File: src/rtl/cdc_sync_pkg.sv
// Shared types and helpers for the HF_CLK synchroniser bank.
package cdc_sync_pkg;

  localparam int CDC_MIN_STAGES = 2;

  typedef enum logic [1:0] {
    S_IDLE    = 2'd0,
    S_SETTLE  = 2'd1,
    S_CAPTURE = 2'd2
  } bus_state_t;

  function automatic int settle_cnt_w(input int settle);
    int w;
    w = $clog2(settle + 1);
    return (w < 1) ? 1 : w;
  endfunction

endpackage

File: src/rtl/cdc_sync_ff.sv
// Multi-bit flop-chain synchroniser, async active-high reset to 0.
module cdc_sync_ff
  import cdc_sync_pkg::*;
#(
  parameter int WIDTH   = 1,
  parameter int NSTAGES = CDC_MIN_STAGES
) (
  input  logic             HF_CLK,
  input  logic             RST,
  input  logic [WIDTH-1:0] d,
  output logic [WIDTH-1:0] q
);

  logic [NSTAGES-1:0][WIDTH-1:0] chain;

  always_ff @(posedge HF_CLK or posedge RST) begin
    if (RST) chain <= '0;
    else     chain <= {chain[NSTAGES-2:0], d};
  end

  assign q = chain[NSTAGES-1];

endmodule

File: src/rtl/cdc_sync_bank.sv
// HF_CLK synchroniser bank: levels, toggle events, toggle-handshake bus, reset.
// Sticky event flags are built only when CDC_SYNC_BANK_STICKY_EN is defined.
module cdc_sync_bank
  import cdc_sync_pkg::*;
#(
  parameter int              NSTAGES    = 2,
  parameter int              NLVL       = 8,
  parameter int              NEVT       = 8,
  parameter int              BUSW       = 32,
  parameter int              SETTLE_CYC = 2,
  parameter logic [BUSW-1:0] BUS_RSTVAL = '0
) (
  input  logic            HF_CLK,
  input  logic            RST,
  output logic            RST_SYNC,
  input  logic [NLVL-1:0] LVL_IN,
  output logic [NLVL-1:0] LVL_SYNC,
  input  logic [NEVT-1:0] EVT_TOG,
  output logic [NEVT-1:0] EVT_PULSE,
  output logic [NEVT-1:0] EVT_STICKY,
  input  logic [NEVT-1:0] EVT_CLR,
  input  logic [BUSW-1:0] BUS_IN,
  input  logic            BUS_TOG,
  output logic            BUS_ACK,
  output logic [BUSW-1:0] BUS_OUT,
  output logic            BUS_VALID,
  output logic            BUS_ERR
);

  localparam int CW = settle_cnt_w(SETTLE_CYC);

  if (NSTAGES < CDC_MIN_STAGES) begin : g_chk
    $error("cdc_sync_bank: NSTAGES below minimum");
  end

  logic [NSTAGES-1:0] rst_q;

  always_ff @(posedge HF_CLK or posedge RST) begin
    if (RST) rst_q <= '1;
    else     rst_q <= {rst_q[NSTAGES-2:0], 1'b0};
  end

  assign RST_SYNC = rst_q[NSTAGES-1];

  cdc_sync_ff #(.WIDTH(NLVL), .NSTAGES(NSTAGES)) u_lvl (
    .HF_CLK (HF_CLK),
    .RST    (RST),
    .d      (LVL_IN),
    .q      (LVL_SYNC)
  );

  logic [NEVT-1:0] evt_s;
  logic [NEVT-1:0] evt_hist;
  logic [NEVT-1:0] evt_edge;

  cdc_sync_ff #(.WIDTH(NEVT), .NSTAGES(NSTAGES)) u_evt (
    .HF_CLK (HF_CLK),
    .RST    (RST),
    .d      (EVT_TOG),
    .q      (evt_s)
  );

  assign evt_edge = evt_s ^ evt_hist;

  always_ff @(posedge HF_CLK or posedge RST) begin
    if (RST) begin
      evt_hist  <= '0;
      EVT_PULSE <= '0;
    end else begin
      evt_hist  <= evt_s;
      EVT_PULSE <= evt_edge;
    end
  end

`ifdef CDC_SYNC_BANK_STICKY_EN
  // Set wins over a same-cycle clear.
  always_ff @(posedge HF_CLK or posedge RST) begin
    if (RST) EVT_STICKY <= '0;
    else     EVT_STICKY <= (EVT_STICKY & ~EVT_CLR) | evt_edge;
  end
`else
  logic unused_evt_clr;
  assign unused_evt_clr = ^EVT_CLR;
  assign EVT_STICKY     = '0;
`endif

  logic          tog_s;
  logic          tog_seen;
  logic [CW-1:0] cnt;
  bus_state_t    state;

  cdc_sync_ff #(.WIDTH(1), .NSTAGES(NSTAGES)) u_tog (
    .HF_CLK (HF_CLK),
    .RST    (RST),
    .d      (BUS_TOG),
    .q      (tog_s)
  );

  always_ff @(posedge HF_CLK or posedge RST) begin
    if (RST) begin
      state     <= S_IDLE;
      tog_seen  <= 1'b0;
      cnt       <= '0;
      BUS_OUT   <= BUS_RSTVAL;
      BUS_VALID <= 1'b0;
      BUS_ACK   <= 1'b0;
      BUS_ERR   <= 1'b0;
    end else begin
      BUS_VALID <= 1'b0;
      unique case (state)
        S_IDLE: begin
          if (tog_s != tog_seen) begin
            tog_seen <= tog_s;
            cnt      <= CW'(SETTLE_CYC);
            state    <= (SETTLE_CYC == 0) ? S_CAPTURE : S_SETTLE;
          end
        end
        S_SETTLE: begin
          // A second request while settling restarts the wait.
          if (tog_s != tog_seen) begin
            BUS_ERR  <= 1'b1;
            tog_seen <= tog_s;
            cnt      <= CW'(SETTLE_CYC);
          end else if (cnt <= CW'(1)) begin
            cnt   <= '0;
            state <= S_CAPTURE;
          end else begin
            cnt <= cnt - CW'(1);
          end
        end
        S_CAPTURE: begin
          BUS_OUT   <= BUS_IN;
          BUS_VALID <= 1'b1;
          BUS_ACK   <= tog_seen;
          state     <= S_IDLE;
        end
        default: state <= S_IDLE;
      endcase
    end
  end

endmodule

File: config.mk
export PLATFORM = sky130hd
export DESIGN_NAME = cdc_sync_bank
export DESIGN_NICKNAME = d
export VERILOG_FILES = /design/src/rtl/cdc_sync_pkg.sv /design/src/rtl/cdc_sync_ff.sv /design/src/rtl/cdc_sync_bank.sv
export SDC_FILE = /design/constraint.sdc
export NUM_CORES = 1
export LEC_CHECK = 0
export ABC_AREA = 0
export CORE_ASPECT_RATIO = 1.4
export CORE_MARGIN = 1
export CORE_UTILIZATION = 61
export DETAILED_ROUTE_END_ITERATION = 8
export DONT_BUFFER_PORTS = 1
export GPL_TIMING_DRIVEN = 1
export PLACE_DENSITY = 0.88
export SETUP_SLACK_MARGIN = 0.4
export SLEW_MARGIN = 20
export SYNTH_ARGS = -nofsm -noshare
export SYNTH_HDL_FRONTEND = slang
export SYNTH_SLANG_ARGS = --single-unit
File: constraint.sdc
create_clock -name HF_CLK -period 5.7 [get_ports HF_CLK]
set_input_delay 1.14 -clock HF_CLK [delete_from_list [all_inputs] [get_ports HF_CLK]]
set_output_delay 1.14 -clock HF_CLK [all_outputs]
set_load 0.005 [all_outputs]
==> results of run 1 <==
-- metal layers --
layer	part of all wire	wire [µm]
met1	0.35	1610
met2	0.55	2570
met3	0.073	341
met4	0.025	116
met5	0	0
-- kinds of logic (layout without fill, tap and decap cells) --
group | count (synthesis) | count (layout)
AND/OR/NAND/NOR | 8 | 8
AO/OA/AOI/OAI | 4 | 4
multiplexers | 34 | 34
XOR/XNOR | 9 | 9
other | 1 | 9
flip-flops | 92 | 92
buffers and inverters | 21 | 18
-- worst min-delay path by stage --
stage	slack, ns	endpoint
global route	0.36	u_lvl.q[2]$_DFF_PP0_
floorplan	0.33	u_evt.q[0]$_DFF_PP0_
CTS	0.35	u_lvl.q[2]$_DFF_PP0_
finish	0.35	u_lvl.q[2]$_DFF_PP0_
detailed placement	0.33	u_evt.q[4]$_DFF_PP0_
global placement	0.33	u_evt.q[7]$_DFF_PP0_
-- through the flow --
stage	utilization	cells
2_1_floorplan	-	177
3_3_place_gp	0.627	222
3_5_place_dp	0.627	222
4_1_cts	0.670	238
5_1_grt	0.670	238
6_report	0.670	238
-- state kept, by name, summed over array words and instances (netlist names) --
register,flops
u_lvl.q,8
u_evt.q,8
BUS_VALID,1
u_tog.q,1
BUS_ACK,1
BUS_ERR,1
u_tog.chain,1
cnt,2
u_lvl.chain,8
tog_seen,1
EVT_PULSE,8
evt_hist,8
state,2
BUS_OUT,32
rst_q,2
u_evt.chain,8
-- layout by cell type (no fill, tap or decap), drive strengths merged --
cell type  netlist  routed
and2b            1       1
buf             20       1
nor3b            1       1
xor2             8       8
clkinv           0       1
a21oi            1       1
mux2            34      34
nand2            2       2
inv              1       2
nand3b           1       1
clkbuf           0      12
dfrtp           90      90
or2b             1       1
nand3            1       1
bufinv           0       1
or4b             1       1
xnor2            1       1
clkinvlp         0       1
o21ai            2       2
o21bai           1       1
dfstp            2       2
conb             1       9
-- cell type report --
type / instances / area (µm²)
flip-flops and latches: 92 / 2300
fillers: 331 / 1620
multi-input cells: 64 / 688
clock buffers: 12 / 155
well taps: 64 / 80.1
clock inverters: 4 / 55.1
repair buffers: 1 / 7.51
inverters: 1 / 5.00
-- power by group --
group | internal (mW) | switching [mW] | total [mW] | leakage [nW]
Sequential | 0.805 | 0.123 | 0.929 | 1.09
Combinational | 0.186 | 0.0858 | 0.272 | 0.329
Clock | 0.230 | 0.212 | 0.442 | 0.104
Total | 1.22 | 0.422 | 1.64 | 1.52
==> results.json, run 1 <==
{
  "status": "complete, no violations",
  "regToRegEndpoint": "BUS_OUT[13]$_DFFE_PP0P_",
  "total_leakage_power_nw": 1.52,
  "grt_pass1_wl_um": 7160,
  "die-area_um2": 5470,
  "num_vias": 1239,
  "io_pins": 119,
  "finClkSkew_ns": 0.00383,
  "p_per_area_nw_per_um2": 499,
  "num-nets-final": 228,
  "fin_ws_ns": 3.68,
  "place.gp.congestion": 0.712,
  "synth_area_leaders": "dfrtp_1 71%, mux2_4 14%, buf_4 3.8%",
  "met3_usage": 0.0589,
  "synth-async-reset-ratio": 1.00,
  "yosysMostFrequentCell": "dfrtp_1",
  "synth_top_family_by_area": "multiplexers",
  "die_x_um": 62.8,
  "min_path_cells": 0,
  "holdBufCountCts": 0,
  "final_area_um2": 3300,
  "finalMaxSlewViolations": 0,
  "fin_crit_sh": 0.355,
  "hold_class": "register to register",
  "coreArea_um2": 4920,
  "postCtsSetupBuffers": 0,
  "r2r_cells": 2,
  "synth_seq_cells": 92,
  "synth_top_area_share": 0.713,
  "p_total_mw": 1.64,
  "r2r_setup_slack_ns": 3.84,
  "max_cap_viol_count": 0,
  "cp.arrival_ns": 0.88,
  "synth_xor_area_frac": 0.0273,
  "period_needed_ns": 2.02,
  "required_ns": 4.56,
  "drc": 0,
  "ctsHtreeMaxLevel": 3,
  "first_iter_violations": 90,
  "synthAdderAreaFrac": 0,
  "finalSetupViolations": 0,
  "cp-start-kind": "register",
  "grtUsageTotal": 0.186,
  "cts_buffers": 9,
  "dpl_worst_slack_ns": 3.48,
  "worstSetupPathType": "register to output pin",
  "synthMuxAreaShare": 0.156,
  "yosysWarnings": 0,
  "ctsLongestPathBuffers": 2,
  "globalRouteMet1Util": 0.208,
  "met2_usage": 0.306,
  "rsz0062_at_grt": "no",
  "placed_cell_area_um2": 3090,
  "syn2layout_area_growth_pct": 4.40,
  "fmax_ghz": 0.495,
  "syn-cell-area_um2": 3160,
  "crit_fanout": 1,
  "cts_resized": 0,
  "synth_area_leader_cell": "dfrtp_1",
  "busiest_layer": "met2",
  "drt-vias-per-instance": 5.21,
  "clkLatencyLatePin_ns": 0.34,
  "crit_path_end_kind": "output pin",
  "crit_path_start": "rst_q[1]$_DFF_PP1_",
  "ir_drop_mv": 0.303,
  "hpwl_um": 3290,
  "synth-compound-area-share": 0.00713,
  "grt-ovfl-total": 0,
  "detail-route-antenna-nets": 0,
  "crit_end": "RST_SYNC",
  "synthCells": 169,
  "syn_avg_cell_area_um2": 18.7,
  "grt_pass1_vias": 1350,
  "r2r_start": "state[0]$_DFFE_PP0P_",
  "grt_start_max_net_pins": 55,
  "setup_tns_ns": 0,
  "final-hold-violation-count": 0,
  "path_depth": 0,
  "die_y_um": 87.1,
  "yosysUniqueCellTypes": 21,
  "antenna_found_initial": 0,
  "antennaDiodeCount": 0,
  "ys_seq_area_frac": 0.730,
  "root_buffer": "clkbuf_8",
  "maxSlewHeadroom": 0.318,
  "synth-edff-count": 0,
  "ys.flop_type": "dfrtp_1",
  "synth_commonest_cells": "90 x dfrtp_1, 29 x mux2_4, 16 x buf_4",
  "cts_tree": "yes",
  "wl_per_cell_um": 19.5,
  "portBuffers": 0,
  "hold_slack_ns": 0.353,
  "start_util": 0.642,
  "rows": 30,
  "worstMarginPinSlew_ns": 1.02,
  "cts.sinks": 92,
  "drive_gt1_frac": 0.316,
  "dr.pass1.iters": 4,
  "routed_wl_um": 4640,
  "synthSimpleGateAreaFrac": 0.0166,
  "worstHoldStart": "u_lvl.chain[2]$_DFF_PP0_",
  "clk_pin_slew_ns": 0.09
}
(Power assumes the default switching activity.)
==> inputs of run 2 (changes only) <==
==> constraint.sdc (replaced) <==
create_clock -name HF_CLK -period 1.9 [get_ports HF_CLK]
set_input_delay 0.38 -clock HF_CLK [delete_from_list [all_inputs] [get_ports HF_CLK]]
set_output_delay 0.38 -clock HF_CLK [all_outputs]
set_load 0.005 [all_outputs]
==> run 2 against run 1 <==
Compared with the run above:
- core utilization rose by 1.9 points
- count of clock-buffer cells in the layout fell by 3
- global-route usage increased by 1.8 points
- worst setup slack lost 3.2 ns
- clock power increased to 3.0 times the previous value
- sequential share of layout area fell by 1.9 points
- combinational power increased to 3.2 times the previous value
- non-clock buffer count up 7
- power rose to 3.0 times the previous value
- register-to-register slack got worse by 3.3 ns
- clock skew grew 0.0095 ns
- critical path type is now register to register
- largest power group unchanged
==> results.json, run 2 (same netlist as run 1, synthesis figures left out) <==
{
  "p_per_area_nw_per_um2": 1470,
  "hold_class": "input pin to register",
  "place.gp.congestion": 0.692,
  "layout_commonest_cell": "dfrtp_1",
  "placed_cell_area_um2": 3160,
  "worstSetupPathType": "register to register",
  "routed_wl_um": 4930,
  "regArea_um2": 2300,
  "cts.sinks": 92,
  "largest_register_ffs": 32,
  "syn2layout_area_growth_pct": 7.37,
  "rsz0062_at_grt": "no",
  "hpwl_um": 3600,
  "ctsHtreeMaxLevel": 3,
  "die_x_um": 62.8,
  "regToRegEndpoint": "BUS_OUT[6]$_DFFE_PP0P_",
  "grt_start_max_net_pins": 39,
  "r2r_cells": 3,
  "total_leakage_power_nw": 1.56,
  "fin_crit_sh": 0.724,
  "ir_drop_mv": 0.914,
  "detail-route-antenna-nets": 0,
  "met2_usage": 0.306,
  "antenna_found_initial": 0,
  "layout_common_cells": "90 x dfrtp_1, 29 x mux2_4, 9 x conb_1, 9 x clkbuf_8, 8 x xor2_1",
  "crit_path_start": "state[0]$_DFFE_PP0P_",
  "nFillCells": 311,
  "p_total_mw": 4.98,
  "r2r_setup_slack_ns": 0.52,
  "drive_gt1_frac": 0.343,
  "ctsLongestPathBuffers": 2,
  "fmax_ghz": 0.726,
  "start_util": 0.642,
  "rows": 30,
  "die-area_um2": 5470,
  "coreArea_um2": 4920,
  "period_needed_ns": 1.38,
  "first_iter_violations": 62,
  "met3_usage": 0.106,
  "final_area_um2": 3390,
  "io_pins": 119,
  "hold_slack_ns": 0.0343,
  "crit_end": "BUS_OUT[6]$_DFFE_PP0P_",
  "setup_tns_ns": 0,
  "cp-start-kind": "register",
  "clk_pin_slew_ns": 0.10,
  "drc": 0,
  "status": "complete, no violations",
  "max_cap_viol_count": 0,
  "num-nets-final": 235,
  "wl_per_cell_um": 20.1,
  "cts_tree": "yes",
  "antennaDiodeCount": 0,
  "die_y_um": 87.1,
  "grt-ovfl-total": 0,
  "grtUsageTotal": 0.203,
  "dr.pass1.iters": 4,
  "finalMaxSlewViolations": 0,
  "required_ns": 2.14,
  "final-hold-violation-count": 0,
  "cts_buffers": 9,
  "num_vias": 1287,
  "cp.arrival_ns": 1.62,
  "grt_pass1_wl_um": 7660,
  "multi_input_area_um2": 689,
  "crit_path_end_kind": "register",
  "globalRouteMet1Util": 0.236,
  "finClkSkew_ns": 0.0133,
  "portBuffers": 0,
  "final_util": 0.689,
  "finalSetupViolations": 0,
  "r2r_start": "state[0]$_DFFE_PP0P_",
  "drt-vias-per-instance": 5.25,
  "root_buffer": "clkbuf_8",
  "clkLatencyLatePin_ns": 0.36,
  "crit_fanout": 8,
  "top_register": "BUS_OUT",
  "busiest_layer": "met2",
  "grt_pass1_vias": 1384
}
==> run 2: cell types whose count changed in the layout (fill, tap and decap cells not counted), moves of 2 or more <==
cell,before,now
clkinvlp_4,1,3
buf_12,0,3
clkbuf_8,11,9
buf_4,1,4
==> run 2: how the worst min path moves through the flow <==
stage / startpoint / endpoint / slack [ns] / cells past startpoint
global placement: RST / EVT_PULSE[0]$_DFF_PP0_ / 0.27 / 1
global route: EVT_TOG[6] / u_evt.chain[6]$_DFF_PP0_ / 0.01 / 0
finish: EVT_TOG[1] / u_evt.chain[1]$_DFF_PP0_ / 0.03 / 0
CTS: EVT_TOG[1] / u_evt.chain[1]$_DFF_PP0_ / 0.02 / 0
detailed placement: RST / EVT_PULSE[0]$_DFF_PP0_ / 0.28 / 1
floorplan: u_evt.chain[0]$_DFF_PP0_ / u_evt.q[0]$_DFF_PP0_ / 0.33 / 0
==> run 2: final cells by class <==
type / count / area share
Sequential cell: 92 / 0.680
Multi-Input combinational cell: 64 / 0.203
Clock buffer: 9 / 0.0365
Timing Repair Buffer: 8 / 0.0295
Clock inverter: 7 / 0.0247
Tap cell: 64 / 0.0236
Inverter: 1 / 0.00221
==> run 2: metrics by stage <==
step	setup slack [ns]	cells
2_1_floorplan	0.444	177
3_3_place_gp	0.414	226
3_5_place_dp	0.378	226
4_1_cts	0.423	243
5_1_grt	0.467	245
6_report	0.523	245
==> run 2: routing by layer <==
metal	vias up	wire length, µm
met4	0	158
met3	13	507
li1	546	-
met2	84	2510
met5	-	0
met1	644	1760
==> run 2: critical path, cell delays in order (launching register included) <==
cell and delay, ns:
dfrtp_1 0.41, and2b_4 0.32, buf_4 0.21, mux2_4 0.31
==> run 2: timing repair <==
action,in CTS,in global routing
setup buffers,0,2
resized for setup,1,0
hold buffers,1,0
hold endpoints to repair,16,0
endpoints found under the setup margin,15,15
==> run 2: power breakdown <==
group          switching [mW]  internal, mW  total [mW]
clock                   0.703         0.625        1.33
combinational           0.268         0.593       0.861
sequential              0.375          2.42        2.79
total                    1.35          3.63        4.98
==> inputs of run 3 (changes only) <==
==> constraint.sdc (replaced) <==
create_clock -name HF_CLK -period 1.4 [get_ports HF_CLK]
set_input_delay 0.28 -clock HF_CLK [delete_from_list [all_inputs] [get_ports HF_CLK]]
set_output_delay 0.28 -clock HF_CLK [all_outputs]
set_load 0.005 [all_outputs]
==> run 3 against run 2 <==
Compared with the run above:
- core utilization is 6.7 points higher
- die area unchanged
- count of clock-buffer cells in the layout grew 2
- routed wire length is 4.8% higher
- global-route usage down 0.54 points
- largest cell class unchanged
- sequential power grew 36%
- critical path depth increased by 1
- fmax grew 4.8%
- hold slack gained 0.046 ns
- cell count is 11% higher
- sequential share of layout area shrank 6.1 points
==> results.json, run 3 (same netlist as run 1, synthesis figures left out) <==
{
  "antenna_found_initial": 0,
  "finalSetupViolations": 0,
  "max_cap_viol_count": 0,
  "grt_start_max_net_pins": 49,
  "met1Wirelength_um": 1900,
  "cp_slowest_cell": "dfrtp_1",
  "drt-vias-per-instance": 5.20,
  "worstSetupPathType": "register to register",
  "die_y_um": 87.1,
  "clkLatencyLatePin_ns": 0.34,
  "worst_path_largest_cell_delay_ns": 0.39,
  "grtUsageTotal": 0.198,
  "highest_layer": "met4",
  "hpwl_um": 3300,
  "detail-route-antenna-nets": 0,
  "die_x_um": 62.8,
  "total_leakage_power_nw": 1.72,
  "cts_buffers": 9,
  "ir_drop_mv": 1.16,
  "drc": 0,
  "portBuffers": 0,
  "finClkSkew_ns": 0.00761,
  "fin_crit_sh": 0.939,
  "layout_commonest_cell": "dfrtp_1",
  "period_needed_ns": 1.31,
  "ctsHtreeMaxLevel": 3,
  "routed_wl_um": 5170,
  "final_cells": 272,
  "wl_met3_um": 364,
  "cp-start-kind": "register",
  "antennaDiodeCount": 0,
  "setup_tns_ns": 0,
  "io_pins": 119,
  "largest_register_ffs": 32,
  "syn2layout_area_growth_pct": 17.9,
  "die-area_um2": 5470,
  "coreArea_um2": 4920,
  "wl_per_cell_um": 19.0,
  "hold_class": "input pin to register",
  "first_iter_violations": 114,
  "rsz0062_at_grt": "yes",
  "required_ns": 1.63,
  "root_buffer": "clkbuf_8",
  "final-hold-violation-count": 0,
  "route.met2.wl_um": 2770,
  "status": "complete, no violations",
  "dr.pass1.iters": 4,
  "rows": 30,
  "place.gp.congestion": 0.773,
  "finalMaxSlewViolations": 0,
  "fmax_ghz": 0.761,
  "place_inst": 227,
  "cp_cell_sequence": "and2b_2 > buf_6 > clkbuf_16 > mux2_4",
  "drive_gt1_frac": 0.351,
  "ctsLongestPathBuffers": 2,
  "cts.sinks": 92,
  "placed_cell_area_um2": 3170,
  "cp.arrival_ns": 1.54,
  "num_vias": 1414,
  "r2r_cells": 4,
  "grt_pass1_vias": 1557,
  "cts_tree": "yes",
  "clk_pin_slew_ns": 0.09,
  "crit_path_end_kind": "register",
  "top_register": "BUS_OUT",
  "grt-ovfl-total": 0,
  "nFillCells": 277,
  "layout_common_cells": "90 x dfrtp_1, 33 x mux2_4, 18 x dlygate4sd3_1, 9 x conb_1, 9 x clkbuf_8",
  "r2r_setup_slack_ns": 0.09,
  "min_path_cells": 1,
  "grt_pass1_wl_um": 7760,
  "crit_fanout": 6,
  "p_per_area_nw_per_um2": 1850,
  "num-nets-final": 262,
  "start_util": 0.642,
  "final_area_um2": 3720,
  "hold_slack_ns": 0.0805
}
## run 3: cell count changes in the layout (fill, tap and decap cells not counted), moves of 2 or more
cell,before,now
clkbuf_16,0,2
dlygate4sd3_1,1,18
buf_16,0,2
clkbuf_1,0,2
clkinvlp_4,3,1
mux2_4,29,33
o21ai_0,2,0
mux2_2,5,1
buf_6,0,5
## run 3: where the power goes
part / internal (mW) / switching, mW
clock: 0.676 / 0.882
sequential: 3.28 / 0.516
combinational: 1.06 / 0.465
total: 5.01 / 1.86
## run 3: cell type report
type                    instances  area, µm²  area share
repair buffers                 35        439       0.118
flip-flops and latches         92       2300       0.619
clock buffers                  11        131      0.0353
inverters                       1       7.51     0.00202
clock inverters                 5       42.5      0.0114
well taps                      64       80.1      0.0215
multi-input cells              64        716       0.192
## run 3: critical path, delay by kind of cell, from the launching register on
kind | cells | cell delay [ns]
DFF | 1 | 0.39
muxes | 1 | 0.30
buffers and inverters | 2 | 0.29
and+or+nand+nor | 1 | 0.23
## run 3: final timing paths
path	endpoint	start
setup / recovery	BUS_OUT[18]$_DFFE_PP0P_	state[1]$_DFFE_PP0P_
hold / removal	BUS_OUT[30]$_DFFE_PP0P_	BUS_IN[30]
setup reg to reg	BUS_OUT[18]$_DFFE_PP0P_	state[1]$_DFFE_PP0P_
hold reg to reg	u_lvl.q[1]$_DFF_PP0_	u_lvl.chain[1]$_DFF_PP0_
max in group asynchronous	BUS_OUT[9]$_DFFE_PP0P_	RST
min in group asynchronous	EVT_PULSE[3]$_DFF_PP0_	RST
## run 3: what timing repair did
item                                   CTS  global route
endpoints found under the hold margin   95             0
buffers inserted                         7             0
setup endpoints to repair               88           136
pin swaps                                2             3
cloned                                   2             2
hold buffers                            18             0
gates resized for setup                 10             5
## run 3: layer usage
layer	up-vias	GRT usage
met5	-	0
met4	0	0.106
met3	14	0.0641
met2	91	0.336
met1	707	0.223
li1	602	-
## run 3: per-stage QoR
| stage | utilization | power [mW] | setup WS [ns] |
|---|---|---|---|
| 2_1_floorplan | - | 4.79 | 0.0439 |
| 6_report | 0.757 | 6.88 | 0.0861 |
| 3_3_place_gp | 0.644 | 4.92 | 0.121 |
| 5_1_grt | 0.757 | 7.19 | 0.0541 |
| 3_5_place_dp | 0.644 | 5.03 | 0.0795 |
| 4_1_cts | 0.743 | 6.82 | 0.110 |
==> RTL change 1 (settings of run 3) <==
Add a define of `CDC_SYNC_BANK_STICKY_EN`.
--- a/src/rtl/cdc_sync_bank.sv
+++ b/src/rtl/cdc_sync_bank.sv
@@ -1,4 +1,6 @@
 // HF_CLK synchroniser bank: levels, toggle events, toggle-handshake bus, reset.
 // Sticky event flags are built only when CDC_SYNC_BANK_STICKY_EN is defined.
+`define CDC_SYNC_BANK_STICKY_EN
+
 module cdc_sync_bank
   import cdc_sync_pkg::*;
Formal check against the unedited RTL: not equivalent (a bounded check fails within 4 cycles, from zero or initial values and one cycle with RST high).
==> RTL change 1 against run 3 <==
Critical path depth did not move. Sequential cell count rose by 8. Die area rose by 7.1%. Highest routed layer unchanged. Global-route usage rose by 2.1 points. Routed wire length rose by 18%. Total power rose by 10%. Cell area rose by 10%. Combinational power rose by 9%. Hold slack got worse by 0.018 ns. First-iteration DRC count fell by 24%. Area after synthesis rose by 7.3%. Setup slack got worse by 0.061 ns.
==> RTL change 1: results <==
set metrics [dict create \
    dpl.hpwl_mm 3.70 \
    drtIter0Drc 87 \
    hp-class "primary input to flip-flop" \
    ys_seq_area_share_pct 74.0 \
    power_density_nw_per_um2 1850 \
    clock_buffers 10 \
    outcome "finished, final reports clean" \
    leakagePower_nw 1.91 \
    n_all_buffers 39 \
    clock_skew_ns 0.00979 \
    viasPerCell 5.36 \
    num-multi-input-gates 64 \
    p_sw_share_pct 26.6 \
    multi_input_area_um2 758 \
    seq_share_pct 61.2 \
    grt_usage_pct 21.9 \
    synth_compound_area_share_pct 2.44 \
    power_frac_clock_pct 24.4 \
    htree_num_levels 3 \
    nFillCells 292 \
    synthTopCellsByCount "dfrtp_1 (98), mux2_4 (29), inv_1 (9)" \
    grt_pass1_wl_mm 9.05 \
    drt-total-wl_mm 6.12 \
    synthCells 185 \
    clock_tree_area_fraction_pct 5.11 \
    antenna_found_initial 0 \
    ir_worst_vdd_v 0.00127 \
    cpPeakStageDelay_ns 0.41 \
    place_congestion 0.727 \
    synth_xor_area_share_pct 2.55 \
    cts_max_path_buffers 2 \
    fin_nets 282 \
    arrival_ns 1.61 \
    grt_pass1_vias 1703 \
    numCtsBuffers 9 \
    drt-pass1-iter-count 4 \
    buf_share_pct 12.2 \
    vias 1575 \
    seq_cell_power_mw 4.08 \
    num-nonclk-inverters 9 \
    synth_cell_types 22 \
    place_inst 245 \
    grt_max_degree 57 \
    clk_latency_ns 0.35 \
    crit_family "flip-flops" \
    antenna_cells 0 \
    synth_area_leaders "dfrtp_1 (72%), mux2_4 (13%), xor2_1 (2.1%)" \
    synth.area.mux_share_pct 14.5 \
    dp_worst_setup_slack_ns 0.0655 \
    ys_ff_latch 100 \
    drive_above_1_share_pct 36.0 \
]
RTL change 1: cell count changes after synthesis, sizes merged:
cell | before | now
inv | 1 | 9
a21o | 0 | 8
dfrtp | 90 | 98
buf | 20 | 12
RTL change 1: what timing repair did:
| item | 4_1_cts | 5_1_grt |
|---|---|---|
| endpoints found under the setup margin | 97 | 155 |
| pin swaps | 3 | 4 |
| resized for setup | 10 | 9 |
| endpoints found under the hold margin | 29 | 0 |
| cloned | 2 | 3 |
| hold buffers | 18 | 0 |
| buffers inserted | 7 | 3 |
RTL change 1: layer usage:
metal	vias to the layer above	global-route usage (%)	routed length, µm
met4	0	11.5	161
met3	14	6.98	285
met5	-	0	0
li1	668	-	-
met2	61	35.8	3330
met1	832	25.3	2340
RTL change 1: through the flow:
| step | area (µm²) | hold slack [ns] |
|---|---|---|
| CTS | 3970 | 0.0482 |
| finish | 4090 | 0.0624 |
| floorplan | 3410 | 0.311 |
| global placement | 3440 | 0.130 |
| global route | 4090 | 0.0360 |
| detailed placement | 3440 | 0.142 |
RTL change 1: worst paths after layout:
check                      slack, ns  cells past startpoint                       end                startpoint
max in group asynchronous       0.48                      3        rst_q[1]$_DFF_PP1_                       RST
min in group asynchronous       0.40                      2  u_lvl.chain[3]$_DFF_PP0_                       RST
max                             0.02                      4       BUS_ACK$_DFFE_PP0P_      state[0]$_DFFE_PP0P_
max reg2reg                     0.02                      4       BUS_ACK$_DFFE_PP0P_      state[0]$_DFFE_PP0P_
min reg2reg                     0.36                      0      u_evt.q[4]$_DFF_PP0_  u_evt.chain[4]$_DFF_PP0_
min                             0.06                      1   BUS_OUT[10]$_DFFE_PP0P_                BUS_IN[10]
==> RTL change 2 (settings of run 3) <==
Made on the original files. Re-encode `bus_state_t` (3 states) as one-hot, 3 bits wide.
--- a/src/rtl/cdc_sync_pkg.sv
+++ b/src/rtl/cdc_sync_pkg.sv
@@ -4,8 +4,8 @@
   localparam int CDC_MIN_STAGES = 2;
 
-  typedef enum logic [1:0] {
-    S_IDLE    = 2'd0,
-    S_SETTLE  = 2'd1,
-    S_CAPTURE = 2'd2
+  typedef enum logic [2:0] {
+    S_IDLE    = 3'b001,
+    S_SETTLE  = 3'b010,
+    S_CAPTURE = 3'b100
   } bus_state_t;
 
Check against the original RTL: same outputs for any inputs over 10 cycles, from zero or initial values and one cycle with RST high; not proved beyond that.
==> RTL change 2 against run 3 <==
The run now ends with setup timing left. Cell area up 2.7%. Total power down 8.0%. Synthesized cell count up 4.7%. Combinational power down 26%. Sequential power down 9.0%. Non-clock buffer count unchanged. First-iteration DRC count down 24%. Setup slack worse by 0.13 ns. Maximum frequency down 9.2%. Sequential cell count up 1. Routed wire length up 5.1%. Via count up 0.78%. Area after synthesis up 2.4%. Critical endpoint is now BUS_OUT[5]$_DFFE_PP0P_. Largest power group unchanged. Highest routed layer unchanged.
==> RTL change 2: results <==
set metrics [dict create \
    grt.met2_usage_pct 33.7 \
    ys_seq_area_share_pct 72.1 \
    power.switching_mw 1.63 \
    arrival_ns 1.68 \
    dpl.hpwl_mm 3.67 \
    avgSynthCellArea_um2 18.3 \
    outcome "finished, violations left" \
    fin_ws_ns -0.0466 \
    viasPerCell 5.04 \
    hold-worst-slack_ns 0.0616 \
    r2r_end "BUS_OUT[5]$_DFFE_PP0P_" \
    violations "setup timing" \
    grt_pass1_wl_mm 8.14 \
    hold_path.startpoint "BUS_IN[31]" \
    wl_met1_mm 1.98 \
    place_congestion 0.767 \
    ir_worst_vdd_v 0.00117 \
    drive_above_1_share_pct 37.3 \
    area_delta_synth_final_pct 18.3 \
    grt_usage_pct 20.8 \
    whs_endpoint "BUS_OUT[31]$_DFFE_PP0P_" \
    dp_worst_setup_slack_ns -0.0409 \
    place_inst 239 \
    vias 1425 \
    nFillCells 320 \
    setup_viol 31 \
    use_met3_pct 7.16 \
    grt_pass1_vias 1529 \
    fin_nets 271 \
    setup_tns_ns -0.663 \
]
## RTL change 2: worst max-delay path, delay by kind of cell (launching register included)
kind / cells / cell delay, ns
and+or+nand+nor: 2 / 0.43
DFF: 1 / 0.39
muxes: 1 / 0.32
buffers and inverters: 1 / 0.19
## RTL change 2: worst max-delay path by stage
stage	from	to	slack (ns)
floorplan	state[1]$_DFFE_PP0P_	BUS_ACK$_DFFE_PP0P_	-0.0004
global placement	state[1]$_DFFE_PP0P_	BUS_OUT[13]$_DFFE_PP0P_	-0.002
detailed placement	state[1]$_DFFE_PP0P_	BUS_OUT[13]$_DFFE_PP0P_	-0.04
CTS	state[1]$_DFFE_PP0P_	BUS_OUT[5]$_DFFE_PP0P_	-0.04
global route	state[1]$_DFFE_PP0P_	BUS_OUT[5]$_DFFE_PP0P_	-0.07
finish	state[1]$_DFFE_PP0P_	BUS_OUT[5]$_DFFE_PP0P_	-0.05
## RTL change 2: cell families (layout without fill, tap and decap cells)
logic type / count (synthesis) / in the layout / share of synthesized area, %
xor+xnor: 9 / 9 / 2.67
flops: 93 / 93 / 72.1
other cells: 1 / 9 / 0.116
buf+inv: 21 / 53 / 5.81
mux: 34 / 34 / 15.2
simple gates: 13 / 13 / 2.71
compound gates: 6 / 6 / 1.35
## RTL change 2: area by class of cell
class	instances	share of cell area (%)
inverters	2	0.295
flip-flops and latches	93	61.0
clock inverters	5	1.57
well taps	66	2.16
multi-input cells	71	21.5
clock buffers	11	3.70
repair buffers	35	9.75
## RTL change 2: timing repair
action	CTS	global route
endpoints found under the hold margin	33	0
endpoints found under the setup margin	93	140
gates cloned	0	0
pin swaps	5	4
resized for setup	16	4
hold buffers	18	0
buffers inserted	4	6
